<file path="src/rtl/pwm_sel_pkg.sv">
// Shared types and constants for the PWM speed selector: speed code width,
// button indices and the step decode used by the update logic.
package pwm_sel_pkg;

  localparam int SPEED_W = 3;
  localparam logic [SPEED_W-1:0] SPEED_MAX = 3'd7;

  localparam int BTN_UP   = 0;
  localparam int BTN_DOWN = 1;
  localparam int BTN_RUN  = 2;
  localparam int BTN_NUM  = 3;

  typedef logic [SPEED_W-1:0] speed_t;

  typedef enum logic [1:0] {
    STEP_NONE,
    STEP_UP,
    STEP_DOWN
  } step_e;

  // Opposing presses in the same cycle cancel out.
  function automatic step_e decode_step(input logic up, input logic down);
    if (up && !down) return STEP_UP;
    if (down && !up) return STEP_DOWN;
    return STEP_NONE;
  endfunction

endpackage

</file>
<file path="src/rtl/button_debouncer.sv">
// One push-button front end: two-flop synchroniser, stability counter that
// commits a new level after DEBOUNCE_CYCLES agreeing cycles, rising-edge press.
module button_debouncer #(
  parameter int DEBOUNCE_CYCLES = 50000
) (
  input  logic clock,
  input  logic reset,
  input  logic btn_raw,
  output logic level,
  output logic press
);

  localparam int CNT_W = $clog2(DEBOUNCE_CYCLES);
  localparam logic [CNT_W-1:0] CNT_LAST = CNT_W'(DEBOUNCE_CYCLES - 1);

  logic [1:0]       sync_q;
  logic             level_q, level_d;
  logic             level_prev_q;
  logic [CNT_W-1:0] cnt_q, cnt_d;

  // Any sample that agrees with the committed level restarts the count.
  always_comb begin
    level_d = level_q;
    cnt_d   = cnt_q;
    if (sync_q[1] == level_q) begin
      cnt_d = '0;
    end else if (cnt_q == CNT_LAST) begin
      level_d = sync_q[1];
      cnt_d   = '0;
    end else begin
      cnt_d = cnt_q + CNT_W'(1);
    end
  end

  always_ff @(posedge clock or posedge reset) begin
    if (reset) begin
      sync_q       <= '0;
      level_q      <= 1'b0;
      level_prev_q <= 1'b0;
      cnt_q        <= '0;
    end else begin
      sync_q       <= {sync_q[0], btn_raw};
      level_q      <= level_d;
      level_prev_q <= level_q;
      cnt_q        <= cnt_d;
    end
  end

  assign level = level_q;
  assign press = level_q & ~level_prev_q;

endmodule

</file>
<file path="src/rtl/pwm_speed_selector.sv">
// Button-driven speed/enable control for the PWM stage.
// Build option SPEED_WRAP_EN: speed wraps 7->0 / 0->7 instead of saturating.
module pwm_speed_selector
  import pwm_sel_pkg::*;
#(
  parameter int DEBOUNCE_CYCLES = 50000,
  parameter int RESET_SPEED     = 0
) (
  input  logic               clock,
  input  logic               reset,
  input  logic               btn_up,
  input  logic               btn_down,
  input  logic               btn_run,
  output logic [SPEED_W-1:0] speed,
  output logic               enable,
  output logic               changed
);

  logic [BTN_NUM-1:0] btn_raw, btn_level, btn_press, btn_event;

  speed_t speed_q, speed_d;
  logic   enable_q, enable_d;
  logic   changed_q, changed_d;
  step_e  step;

  assign btn_raw = {btn_run, btn_down, btn_up};

  for (genvar gi = 0; gi < BTN_NUM; gi++) begin : g_btn
    button_debouncer #(
      .DEBOUNCE_CYCLES(DEBOUNCE_CYCLES)
    ) u_debouncer (
      .clock  (clock),
      .reset  (reset),
      .btn_raw(btn_raw[gi]),
      .level  (btn_level[gi]),
      .press  (btn_press[gi])
    );
  end

  // A press is only honoured while its debounced level is still high.
  assign btn_event = btn_press & btn_level;

  always_comb begin
    step     = decode_step(btn_event[BTN_UP], btn_event[BTN_DOWN]);
    speed_d  = speed_q;
    unique case (step)
`ifdef SPEED_WRAP_EN
      STEP_UP:   speed_d = speed_q + speed_t'(1);
      STEP_DOWN: speed_d = speed_q - speed_t'(1);
`else
      STEP_UP:   if (speed_q != SPEED_MAX) speed_d = speed_q + speed_t'(1);
      STEP_DOWN: if (speed_q != '0)        speed_d = speed_q - speed_t'(1);
`endif
      default:   speed_d = speed_q;
    endcase
    enable_d  = enable_q ^ btn_event[BTN_RUN];
    changed_d = (speed_d != speed_q) || (enable_d != enable_q);
  end

  always_ff @(posedge clock or posedge reset) begin
    if (reset) begin
      speed_q   <= speed_t'(RESET_SPEED);
      enable_q  <= 1'b0;
      changed_q <= 1'b0;
    end else begin
      speed_q   <= speed_d;
      enable_q  <= enable_d;
      changed_q <= changed_d;
    end
  end

  assign speed   = speed_q;
  assign enable  = enable_q;
  assign changed = changed_q;

endmodule

</file>
<file path="config.mk">
export PLATFORM = sky130hd
export DESIGN_NAME = pwm_speed_selector
export DESIGN_NICKNAME = d
export VERILOG_FILES = /design/src/rtl/pwm_sel_pkg.sv /design/src/rtl/button_debouncer.sv /design/src/rtl/pwm_speed_selector.sv
export SDC_FILE = /design/constraint.sdc
export NUM_CORES = 1
export LEC_CHECK = 0
export CAP_MARGIN = 25
export CORE_AREA = 5 5 61 104
export CTS_CLUSTER_DIAMETER = 150
export DETAILED_ROUTE_END_ITERATION = 7
export DIE_AREA = 0 0 66 109
export PLACE_DENSITY_LB_ADDON = 0.1
export SETUP_SLACK_MARGIN = 0.2
export SLEW_MARGIN = 40
export SYNTH_ARGS = -nofsm -noshare
export SYNTH_HDL_FRONTEND = slang
export SYNTH_SLANG_ARGS = --single-unit
</file>
<file path="constraint.sdc">
create_clock -name clock -period 5.3 [get_ports clock]
set_input_delay 1.06 -clock clock [delete_from_list [all_inputs] [get_ports clock]]
set_output_delay 1.06 -clock clock [all_outputs]
set_load 0.03 [all_outputs]
</file>
==> flow_summary.toml <==
[grt]
grt_antenna_before_repair = 0
grt_pass1_vias = 2225
gr-total-overflow = 0
grt_max_degree = 53
grt_pass1_wl_mm = 9.687
track_usage = 0.1760

[yosys]
synth.cell_area_um2 = 3138
syn_area_per_cell_um2 = 10.19
synth-edff-count = 0
syn-num-nets = 321
synth_seq_cells = 65
synth_top_cell_by_area = "dfrtp_1"
ys.flop_type = "dfrtp_1"
ys_types = 37
seq_area_frac_synth = 0.5183
yosys-top-cells-area = "dfrtp_1, xnor2_1, nor2_1"
async_flop_share = 1.000
yosysTopAreaCellShare = 0.5183
netlist_instances = 308
ys_warn_count = 0

[route]
routedWlPerCell_um = 13.21
first_pass_iters = 4
drt-vias-per-instance = 5.439
drtIter0Drc = 102
num_vias = 2219
ant_nets = 0
routed_wl_mm = 5.389
drc = 0

[layout]
area_growth_pct = 12.36
n_fill_cell = 437
fin_nets = 340
post-route-util = 0.6469
multiInputGateArea_um2 = 1409
instances_no_fill = 408
layout_commonest_cell = "dfrtp_1"
regArea_um2 = 1627
drive_gt1_frac = 0.08735
antennaDiodeCount = 0
fin_area_um2 = 3526
mostFrequentLayoutCells = "dfrtp_1, nor2_1, xnor2_1"

[timing]
max_slew_margin = 0.5811
setup_ws_ns = 2.706
tightest_slew_ns = 0.6284
fin_crit_ns = 2.594
setup_viol = 0
finalSetupTns_ns = 0
rsz0062_at_grt = "no"
finalHoldViolCount = 0
drv_slew = 0
min_period_over_period = 0.4894
skew_ns = 0.007403
fmax_ghz = 0.3855

[power]
powerDensity_nw_per_um2 = 276.4
p_leak_nw = 1.502
peakVddDrop_mv = 0.1999

[worst_setup_path]
crit_chain = "clkdlybuf4s50_1"
critPathArrivalTime_ns = 1.53
path_delay_family = "buffers and inverters"
slowest_stage = "clkdlybuf4s50_1"
cp-end-kind = "output port"
critPathBufInv = 1
cp_data_required_time_ns = 4.24
slowest_delay_ns = 0.72
critPathKind = "reg2out"
cp_max_fo = 10
cp-start-kind = "flip-flop"

[die]
dieArea_um2 = 7194
io_pins = 10
fp.dieH_um = 109
rows = 36
start_util = 0.5758
core_um2 = 5450
die_x_um = 66

[place]
pre_cts_slack_ns = 2.972
numPortBuffers = 9
placedCellCount = 390
place.gp.congestion = 0.7826
hpwl_mm = 3.731
placed_cell_area_um2 = 3303

[clock_network]
cts_max_level = 3
hold_buffers = 0
cts_tree = "yes"
worst_skew_pair.late_latency_ns = 0.34
clkSlewWorstSetupHoldPaths_ns = 0.06
post_cts_resized = 0
cts_buffers = 9
cts_buffer_depth = 2
post_cts_buffers = 0
ctsRootBufferMaster = "clkbuf_8"
clkSinkCount = 65

[hold_path]
hp-class = "reg2reg"

[status]
status = "completed"

[flow_run]
drv_cap = 0
[layer usage]
metal / vias to the layer above / part of all wire / GRT usage
met3: 7 / 0.030 / 0.05155
met1: 1095 / 0.44 / 0.2023
met5: - / 0 / 0
met2: 30 / 0.51 / 0.2958
met4: 0 / 0.020 / 0.08576
li1: 1087 / - / -
[per-stage QoR]
step | hold WS [ns] | total power [W]
floorplan | 0.3312 | 0.0005422
global route | 0.3633 | 0.001014
global placement | 0.3364 | 0.0005505
CTS | 0.3541 | 0.0009874
finish | 0.3517 | 0.0009746
detailed placement | 0.3426 | 0.0005520
[where the power goes]
| part | switching [W] | total [W] | internal (W) |
|---|---|---|---|
| clock network | 0.000177 | 0.000432 | 0.000255 |
| registers | 0.00000671 | 0.000511 | 0.000504 |
| logic | 0.0000207 | 0.0000319 | 0.0000112 |
| total | 0.000204 | 0.000975 | 0.000771 |
[registers in the layout, indices dropped and copies added, names as in the netlist]
register and count:
g_btn.u_debouncer.level_prev_q 3, g_btn.u_debouncer.cnt_q 48, enable 1, g_btn.u_debouncer.level 3
changed 1, g_btn.u_debouncer.sync_q 6, speed 3
[Yosys cell counts, drive strengths merged, types with 2 or more instances]
master	instances
nand2b	3
o41ai	2
nor3	12
xnor2	36
o21ai	4
nor2b	3
ha	8
nand3	18
nand4	10
nor4	18
dfrtp	65
mux2	4
nand2	13
and2	2
or3	5
nor2	57
a21oi	3
inv	20
buf	3
xor2	9
[area by class of cell]
cell class              instances  share of cell area
clock buffers                  14             0.04897
clock inverters                 2            0.009936
inverters                      20             0.02129
multi-input cells             219              0.3996
flip-flops and latches         65              0.4613
well taps                      76             0.02697
repair buffers                 12             0.03194
[kinds of logic (layout without fill, tap and decap cells)]
kind of cell    Yosys count  after routing  share of synthesized area
simple gates            145            145                     0.2257
flops                    65             65                     0.5183
xor+xnor                 45             45                     0.1256
buf+inv                  24             48                    0.03389
compound gates           17             17                    0.05024
fa+ha+maj                 8              8                    0.03190
mux                       4              4                    0.01435
[final timing paths]
kind | to | start | slack (ns) | cells after the start
worst max-delay path | speed[2] | speed[2]$_DFF_PP0_ | 2.71 | 1
worst min register to register | g_btn[2].u_debouncer.sync_q[1]$_DFF_PP0_ | g_btn[2].u_debouncer.sync_q[0]$_DFF_PP0_ | 0.35 | 0
worst max register to register | changed$_DFF_PP0_ | g_btn[1].u_debouncer.level$_DFFE_PP0P_ | 3.37 | 7
worst min-delay path | g_btn[2].u_debouncer.sync_q[1]$_DFF_PP0_ | g_btn[2].u_debouncer.sync_q[0]$_DFF_PP0_ | 0.35 | 0
min in group asynchronous | g_btn[0].u_debouncer.cnt_q[5]$_DFF_PP0_ | reset | 0.98 | 2
max in group asynchronous | g_btn[0].u_debouncer.sync_q[0]$_DFF_PP0_ | reset | 3.40 | 3
Note: power is estimated with default switching activity, not from simulation.
